`src/rtl/var_shift_pkg.sv`:
```
// Shared definitions for the variable shift-in / unshift-out register pair.
package var_shift_pkg;

    localparam int WIDTH_DEF = 32;
    localparam int SHW_DEF   = 6;

    localparam logic DIR_RIGHT = 1'b0;
    localparam logic DIR_LEFT  = 1'b1;

    typedef enum logic {
        IDLE = 1'b0,
        SEND = 1'b1
    } state_t;

    // Chunk size 0 or anything wider than the word means "whole word in one beat".
    function automatic logic [15:0] clamp_shift(input logic [15:0] s, input int w);
        logic [15:0] wv;
        wv = 16'(w);
        if (s == 16'd0 || s > wv)
            return wv;
        return s;
    endfunction

endpackage

```
`src/rtl/var_chunk_sel.sv`:
```
// Picks the current k-bit chunk out of the shift register, right-justified.
module var_chunk_sel
    import var_shift_pkg::*;
#(
    parameter int WIDTH = WIDTH_DEF,
    parameter int SHW   = SHW_DEF
) (
    input  logic [WIDTH-1:0] sreg,
    input  logic             dir,
    input  logic [SHW-1:0]   k,
    output logic [WIDTH-1:0] data
);

    logic [WIDTH-1:0] mask;
    logic [WIDTH-1:0] right_chunk;
    logic [WIDTH-1:0] left_chunk;
    logic [SHW-1:0]   left_amt;

    // Right shift takes the low k bits; left shift brings the top k bits down.
    // Shift amounts equal to WIDTH yield zero, which covers k=0 and k=WIDTH cleanly.
    always_comb begin
        mask        = ~({WIDTH{1'b1}} << k);
        right_chunk = sreg & mask;
        left_amt    = SHW'(WIDTH) - k;
        left_chunk  = sreg >> left_amt;
        data        = (dir == DIR_LEFT) ? left_chunk : right_chunk;
    end

endmodule

```
`src/rtl/var_unshift_tx.sv`:
```
// Serialises a parallel word into variable-width chunks over a valid/ready stream.
module var_unshift_tx
    import var_shift_pkg::*;
#(
    parameter int WIDTH = WIDTH_DEF,
    parameter int SHW   = SHW_DEF
) (
    input  logic             clk,
    input  logic             clr,
    input  logic             load_valid,
    output logic             load_ready,
    input  logic [WIDTH-1:0] load_data,
    input  logic             load_dir,
    input  logic [SHW-1:0]   load_shift,
    output logic             out_valid,
    input  logic             out_ready,
    output logic [WIDTH-1:0] out_data,
    output logic [SHW-1:0]   out_bits,
    output logic             out_last
);

    state_t           state;
    state_t           state_nxt;
    logic [WIDTH-1:0] sreg;
    logic             dreg;
    logic [SHW-1:0]   nreg;
    logic [SHW-1:0]   rem;
    logic [SHW-1:0]   k;
    logic [WIDTH-1:0] chunk;
    logic             send;
    logic             last_beat;
    logic             beat_fire;
    logic             load_fire;

    var_chunk_sel #(
        .WIDTH (WIDTH),
        .SHW   (SHW)
    ) u_chunk_sel (
        .sreg (sreg),
        .dir  (dreg),
        .k    (k),
        .data (chunk)
    );

    // Beat size, handshakes and outputs all derive from registered state, so a
    // stalled beat holds steady; load_ready opens early on the final handshake.
    always_comb begin
        send       = (state == SEND);
        k          = (nreg < rem) ? nreg : rem;
        last_beat  = send && (rem == k);
        beat_fire  = send && out_ready;
        load_ready = !clr && ((state == IDLE) || (beat_fire && last_beat));
        load_fire  = load_valid && load_ready;
        out_valid  = send;
        out_last   = last_beat;
        out_bits   = send ? k : '0;
        out_data   = send ? chunk : '0;
    end

    // Next state: a load alongside the last handshake keeps us in SEND with no bubble.
    always_comb begin
        state_nxt = state;
        case (state)
            IDLE: if (load_fire) state_nxt = SEND;
            SEND: if (beat_fire && last_beat) state_nxt = load_fire ? SEND : IDLE;
            default: state_nxt = IDLE;
        endcase
    end

    // State register.
    always_ff @(posedge clk or posedge clr) begin
        if (clr)
            state <= IDLE;
        else
            state <= state_nxt;
    end

    // Word capture on load; consume k bits per accepted beat with zero fill.
    always_ff @(posedge clk or posedge clr) begin
        if (clr) begin
            sreg <= '0;
            dreg <= 1'b0;
            nreg <= '0;
            rem  <= '0;
        end else if (load_fire) begin
            sreg <= load_data;
            dreg <= load_dir;
            nreg <= SHW'(clamp_shift(16'(load_shift), WIDTH));
            rem  <= SHW'(WIDTH);
        end else if (beat_fire) begin
            rem  <= rem - k;
            sreg <= (dreg == DIR_LEFT) ? (sreg << k) : (sreg >> k);
        end
    end

endmodule

```
`config.mk`:
```
export PLATFORM = sky130hd
export DESIGN_NAME = var_unshift_tx
export DESIGN_NICKNAME = d
export VERILOG_FILES = /design/src/rtl/var_shift_pkg.sv /design/src/rtl/var_chunk_sel.sv /design/src/rtl/var_unshift_tx.sv
export SDC_FILE = /design/constraint.sdc
export NUM_CORES = 1
export LEC_CHECK = 0
export BUFFER_PORTS_ARGS = -buffer_cell sky130_fd_sc_hd__buf_2
export CORE_MARGIN = 5
export CORE_UTILIZATION = 56
export CTS_CLUSTER_DIAMETER = 100
export DETAILED_ROUTE_END_ITERATION = 12
export HOLD_SLACK_MARGIN = 0.05
export PLACE_DENSITY = 0.76
export SETUP_SLACK_MARGIN = 0.1
export SYNTH_ARGS = -nofsm -noshare
export SYNTH_HDL_FRONTEND = slang
export SYNTH_SLANG_ARGS = --single-unit
```
`constraint.sdc`:
```
create_clock -name clk -period 7 [get_ports clk]
set_input_delay 0.35 -clock clk [delete_from_list [all_inputs] [get_ports clk]]
set_output_delay 0.35 -clock clk [all_outputs]
set_load 0.1 [all_outputs]
```
# Yosys cells after proc, flatten, opt, wreduce, memory -nomap -nowiden
# Cells that the tools add are included.
# Widths: inputs -> output; s select.
# classes
mux	16
addsub	2
magnitude_cmp	2
n_eq_ne	1
n_bitwise	3
shifts	4
reduce_logical	10
# ops
op	n
$mux 32	5
$shr 32x6->32	2
$mux 6	6
$and 32x32->32	1
$not 32->32	1
$shl 32x6->32	1
$shl 32x6->32 const A	1
$eq 6x6->1	1
$gt 6x6->1 const B	1
$logic_not 6->1	1
$lt 6x6->1	1
$sub 6x6->6	1
$sub 6x6->6 const A	1
$logic_and 1x1->1	5
$mux 1	4
$logic_or 1x1->1	2
$pmux 1 s2	1
$reduce_bool 2->1	1
$logic_not 1->1	1
$not 1->1	1
# totals
word_cells	43
inputBits	43
ff_bits	46
output_inout_bits	41

# Longest topological paths before layout
# Gate-level depths: netlist of run 1.
# depth
depth_word	11
depth_mapped	22
ltp_nobuf	16

# Cells and area by module
# A second synthesis of run 1 with hierarchy kept.
# unflattened
cells_unflattened	1173
hier_area_um2	8916.1
# by_module_without_submodules
mod	seq_area_each_um2	instances	area_each_um2	cells_per_inst
var_unshift_tx	1151.1	1	6463.7	880
var_chunk_sel	0.0	1	2452.4	293

# Worst setup path after synthesis of run 1
# No wires, ideal clock.
# synth_path
kind	register to output
startpoint	reg rem[2]
endpoint	out out_data[13]
n_path_buf	7
path_slack_ps	163
arrival_time_ps	6487
t_required_ps	6650
path_stages_with_launch	22
path_cell_list	dfrtp_1 > inv_1 > clkbuf_1 > ha_1 > nand4_2 > o21ai_1 > o22ai_4 > inv_4 > buf_6 > buf_2 > buf_2 > buf_2 > ha_1 > inv_1 > ha_1 > clkbuf_1 > clkinv_1 > clkbuf_1 > mux2i_1 > mux2i_1 > o22ai_1 > a211oi_1
# synth_via
elab_chain_cells	7
elab_cells_between_ends	9
classes_between	add/sub (1); order compare (1); shift (2); mux (3); bitwise (2)
# synth_rtl
item	line_no	source
start, declared	var_unshift_tx.sv:27	logic [SHW-1:0] rem;
start signal, assigned	var_unshift_tx.sv:89	rem <= SHW'(WIDTH);
start signal, assigned	var_unshift_tx.sv:91	rem <= rem - k;
$lt 6x6->1	var_unshift_tx.sv:49	k = (nreg < rem) ? nreg : rem;
$mux 6 (*)	var_unshift_tx.sv:49	
branches (longest 3 deep; another with $sub 6x6->6)	-	
$mux 32 (*)	var_chunk_sel.sv:26	data = (dir == DIR_LEFT) ? left_chunk : right_chunk;
$mux 32 (*)	var_unshift_tx.sv:57	out_data = send ? chunk : '0;
end, declared	var_unshift_tx.sv:17	output logic [WIDTH-1:0] out_data,
# Every way passes the cells marked *.

# Worst setup path after layout of run 1
# layout_path
startpoint	reg rem[5]
endpoint	out out_data[14]
# Same word-level chain as after synthesis.

==> results of run 1 <==
-- state kept, by name (all words and copies together), names as in the netlist --
name,count
nreg,6
out_valid,1
dreg,1
sreg,32
rem,6
-- cell type report --
type / instances / area share, %
well taps: 211 / 2.84
repair buffers: 114 / 6.98
inverters: 36 / 1.59
clock inverters: 3 / 0.270
flip-flops and latches: 46 / 12.4
multi-input cells: 970 / 74.6
clock buffers: 5 / 1.35
-- routing by layer --
layer / vias to the layer above / track usage [%]
met1: 5089 / 58.7
met5: - / 0
met4: 2 / 33.1
met2: 1237 / 71.3
met3: 425 / 20.0
li1: 4526 / -
-- per-stage QoR --
step | worst slack, ps | cell area [µm²] | cells
floorplan | 163 | 8720 | 1163
global placement | 1630 | 9130 | 1377
detailed placement | 1400 | 9130 | 1377
CTS | 1070 | 9280 | 1385
global route | 615 | 9280 | 1385
finish | 895 | 9280 | 1385
-- worst min-delay path by stage --
stage | from | end | depth (start not counted)
global route | load_dir | dreg | 3
global placement | nreg[0] | nreg[0] | 2
finish | clr | out_valid | 3
floorplan | nreg[0] | nreg[0] | 2
CTS | load_dir | dreg | 3
detailed placement | nreg[0] | nreg[0] | 2
-- kinds of logic (layout without fill, tap and decap cells) --
kind of cell	Yosys count	in the layout	share of synthesized area [%]
AO/OA/AOI/OAI	406	406	32.1
AND/OR/NAND/NOR	371	371	19.1
multiplexers	170	170	25.0
buffers and inverters	147	158	7.62
flip-flops	46	46	13.2
adder cells (fa/ha/maj)	15	15	2.24
XOR/XNOR	8	8	0.803
-- cell usage after synthesis, types with 10 or more instances --
master / n
mux2_2: 27
buf_2: 30
ha_1: 14
clkbuf_1: 66
a211o_1: 11
nand2_1: 128
nand3_1: 58
o21ai_0: 74
o211ai_1: 55
o22ai_1: 14
a21oi_1: 67
a31oi_1: 40
a211oi_1: 14
mux2i_1: 106
inv_1: 28
nor3_1: 27
nor2_1: 101
a221oi_1: 10
a22oi_1: 10
or3_1: 14
mux4_2: 35
dfrtp_1: 46
-- worst max-delay path, cell delays in order, from the launching register on --
cell      delay, ps
dfrtp_1         480
inv_1           130
ha_1            350
a21oi_1         200
o21a_2          230
o21a_2          470
o22ai_4         140
inv_4           410
ha_1            330
inv_1            70
ha_1            430
clkinv_1        530
buf_4           430
mux2i_1         160
nand2_1          80
a21oi_1          70
o32ai_1         390
buf_2           500
==> metrics.txt, run 1 <==
outcome finished with violations; failing checks design-rule violations, max-slew violations; core area between 15000 and 20000 µm²; TNS Setup 0 ps; Initial Util roughly 57%; number of synthesized register bits 46; worst relative slew slack -3.42%; worst setup path startpoint rem[5]; worst reg2reg setup slack 1460 ps; ANT nets after route 0; crit path to out_data[14]; Max Freq between 150 and 200 MHz; iteration count of the initial detailed-routing pass 13; RR Endpoint sreg[13]; Tmin final approximately 6100 ps; Worst Path Required between 6000 and 7000 ps; area grow syn2layout 6.41%; worst r2r path cells 18; global-route wire length before repair around 67000 µm; CTS hold repair buffers 0; CP endpoint kind output pin; Iteration-0 DRC Markers 2812; worst-margin pin slew 1550 ps; Max Clock Skew 7.45 ps; top cells by area, synth dfrtp_1 13%, mux2i_1 12%, mux4_2 9.0%; Netlist cell types between 80 and 90; drc violations 1; worst-path fanout max 35; area leader, netlist dfrtp_1; # diodes 0; number of fillers in the final layout roughly 1400; postcts setup bufs 0; synthesized cell area approximately 8700 µm²; Main synth FF type dfrtp_1; crit path DAT 5760 ps; Reg-to-Reg Start rem[5]; vias in the first global route roughly 11000; WHS 226 ps; register area between 1000 and 1500 µm²; Placer Congestion ~1.1; Die Y between 100 and 150 µm; multi-input logic area just under 7000 µm²; H-tree levels 2; DP Wirelength around 32000 µm; Die X 135 µm; Synthesized Nets between 1000 and 1500; Die Area about 18000 µm²; fraction of registers with async set/reset 100%; EDFF count, synth 0; pin count of the biggest net entering global routing 60; CTS tree done; Hold Fails Final Rpt 0; initial antenna violation count 0; PortBufs between 80 and 90; WL met2 roughly 18000 µm; fin nets 1231; total gr overflow 0; DR vias/cell between 8 and 9; RSZ-0062 raised after global routing false; TritonCTS Buffers 5; Syn Area/Cell 7.50 µm²; Tot GR Track Use 48.9%; max_cap viols 0; worst setup path class register to output pin; row count 45; Worst Hold Class primary input to async pin; Clock Tree Buf Depth 2; root buffer cell clkbuf_16; most frequent cells in the layout 128 x nand2_1, 106 x mux2i_1, 100 x nor2_1; clock sink total 46; drt wl/cell around 33 µm; count of pins over their slew limit 4; I/O pin cnt 84; clk_lat worst skew 300 ps; Final Util between 60% and 70%; YS warnings 0; Syn Inst Count approximately 1200; Worst-path clk slew about 80 ps; DRT Wirelength 45600 µm; DR vias around 11000; CTS resizes 0; Met3 Wirelength between 7000 and 8000 µm; Synth top area share 13.2%; register area share after synthesis 13.2%; share of cells above drive strength 1 around 18%; setup violators final 0; final period utilization approximately 87%; metal1 wirelength ~15000 µm; commonest non-fill, non-tap cell in the layout nand2_1; max layer used met5; Startpoint Class register
Power of run 1 is not shown: default switching activity piles up to over one toggle a cycle in this logic, so the estimate is an artifact.
==> run 2: changes to the inputs <==
SYNTH_HIERARCHICAL = 1   (was unset)
==> metrics.txt, run 2 <==
outcome finished, final reports clean; root buffer cell clkbuf_16; Clock Tree Buf Depth 2 (unchanged); Placer Congestion 1.08 (-4.1%); drc violations 0 (-1); postcts setup bufs 0 (unchanged); worst-path fanout max 31 (-11%); Syn Area/Cell 7.60 µm² (+1.4%); drt wl/cell 30.4 µm (-7.6%); ANT nets after route 0 (unchanged); Max Clock Skew 10.3 ps (+2.83 ps); Syn Inst Count 1173 (+0.86%); Reg-to-Reg Start rem[1]; top flop regs sreg (32), nreg (6), rem (6); setup violators final 0 (unchanged); CTS hold repair buffers 0 (unchanged); Tmin final 6020 ps (-83.3 ps); fin nets 1244 (+1.1%); area grow syn2layout 8.70%; clk_lat worst skew 310 ps (about the same); max reg flops 32 (unchanged); Synthesized Nets 1233 (+0.98%); row count 46 (+2.2%); global-route wire length before repair 63100 µm (-6.2%); PortBufs 83 (unchanged); RR Endpoint sreg[16]; CP endpoint kind output pin; worst relative slew slack 19.2% (+23 points); final period utilization 86.0% (-1.2 points); most frequent cells in the layout 131 x nand2_1, 99 x a21oi_1, 96 x mux2i_1; crit path DAT 5670 ps (-90 ps); Initial Util 56.5% (-0.63 points); top cells by area, synth dfrtp_1 13%, mux2i_1 11%, a21oi_1 5.6%; RSZ-0062 raised after global routing false; DP Wirelength 30500 µm (-5.8%); count of pins over their slew limit 0 (-4); DR vias 10965 (-2.8%); YS warnings 6 (+6); DRT Wirelength 42700 µm (-6.4%); area leader, netlist dfrtp_1; max_cap viols 0 (unchanged); pin count of the biggest net entering global routing 63 (+5.0%); Main synth FF type dfrtp_1; Tot GR Track Use 44.9% (-4.0 points); total gr overflow 0 (unchanged); register area 1150 µm² (unchanged); multi-input logic area 7140 µm² (+3.1%); CTS tree done; leading cell types by count after synthesis 131 x nand2_1, 99 x a21oi_1, 99 x mux2i_1; share of cells above drive strength 1 17.2% (-0.50 points); worst-margin pin slew 1210 ps (-343 ps); Worst Hold Class primary input to register; worst reg2reg setup slack 1380 ps (-80 ps); I/O pin cnt 84 (unchanged); Die X 136 µm (+1.0%); number of synthesized register bits 46 (unchanged); initial antenna violation count 0 (unchanged); Die Y 136 µm (+1.0%); Die Area 18500 µm² (+2.1%); Netlist cell types 96 (+13%); vias in the first global route 10116 (-4.9%); Hold Fails Final Rpt 0 (unchanged); TritonCTS Buffers 5 (unchanged); worst setup path startpoint rem[1]; Max Freq 166 MHz (+1.4%); commonest non-fill, non-tap cell in the layout nand2_1; register area share after synthesis 12.9% (-0.29 points); DR vias/cell 7.82 (-4.0%); core area 15800 µm² (+3.4%); CTS resizes 0 (unchanged); Startpoint Class register; H-tree levels 2 (unchanged); Largest Register sreg; TNS Setup 0 ps (unchanged); cell with the most instances after synthesis nand2_1; Iteration-0 DRC Markers 1793 (-36%); Synth top area share 12.9% (-0.29 points); synthesized cell area 8920 µm² (+2.2%); fraction of registers with async set/reset 100% (unchanged); EDFF count, synth 0 (unchanged); iteration count of the initial detailed-routing pass 8 (-5); worst setup path class register to output pin; clock sink total 46 (unchanged); Worst Path Required 6650 ps (about the same); Worst-path clk slew 80 ps (about the same); crit path to out_data[2]; worst r2r path cells 17 (-1); number of fillers in the final layout 1487 (+5.4%)
[run 2: worst min path at each step]
stage | from | endpoint | slack (ps) | cells after the start
floorplan | nreg[0] | nreg[0] | 450 | 2
global placement | nreg[0] | nreg[0] | 510 | 2
detailed placement | nreg[0] | nreg[0] | 510 | 2
CTS | load_dir | dreg | 270 | 3
global route | load_dir | dreg | 280 | 3
finish | load_dir | dreg | 260 | 3
[run 2: final cells by class]
| type | instances | area share, % |
|---|---|---|
| multi-input combinational | 986 | 73.6 |
| antenna | 1 | 0.0258 |
| tap | 216 | 2.79 |
| inverter | 34 | 1.32 |
| clock inverter | 3 | 0.452 |
| clock buffer | 5 | 1.29 |
| timing repair buffer | 111 | 8.62 |
| sequential | 46 | 11.9 |
[run 2: per-layer routing]
| metal | vias to the layer above | share of wire, % | track usage, % |
|---|---|---|---|
| met2 | 1093 | 41 | 66.5 |
| met5 | - | 0 | 0 |
| met1 | 5032 | 36 | 57.1 |
| met4 | 0 | 8.0 | 26.4 |
| li1 | 4572 | - | - |
| met3 | 268 | 15 | 14.3 |
[run 2: logic make-up (layout without fill, tap and decap cells)]
group                      count (synthesis)  after routing  share of synthesized area [%]
AOI/OAI and AO/OA                        462            462                           36.0
adders and majority gates                 17             17                           2.47
DFF                                       46             46                           12.9
and+or+nand+nor                          347            347                           18.5
xor gates and xnor gates                   7              7                          0.982
other                                      0              1                              0
muxes                                    153            153                           21.6
buffers and inverters                    141            153                           7.55
[run 2: metrics by stage]
step / area [µm²] / hold WS (ps) / util [%] / setup WS, ps / instances
after global routing: 9690 / 278 / 61.4 / 748 / 1401
after CTS: 9690 / 266 / 61.4 / 1190 / 1401
after global placement: 9520 / 510 / 60.4 / 1650 / 1393
final: 9690 / 259 / 61.5 / 978 / 1402
after floorplan: 8920 / 452 / - / 1110 / 1173
after detailed placement: 9520 / 512 / 60.4 / 1500 / 1393
[run 2: worst max-delay path, cell delays in order, from the launching register on]
cell	delay, ps
dfrtp_1	550
inv_1	240
ha_1	370
a21oi_1	100
o21ai_0	410
buf_4	280
a21boi_4	70
inv_2	60
clkinv_1	50
buf_4	230
ha_2	860
mux2i_1	330
nand2_1	80
a31oi_1	660
mux2_2	350
o221ai_1	150
and2_1	350
buf_12	220
Power of run 2 is left out for the same reason.
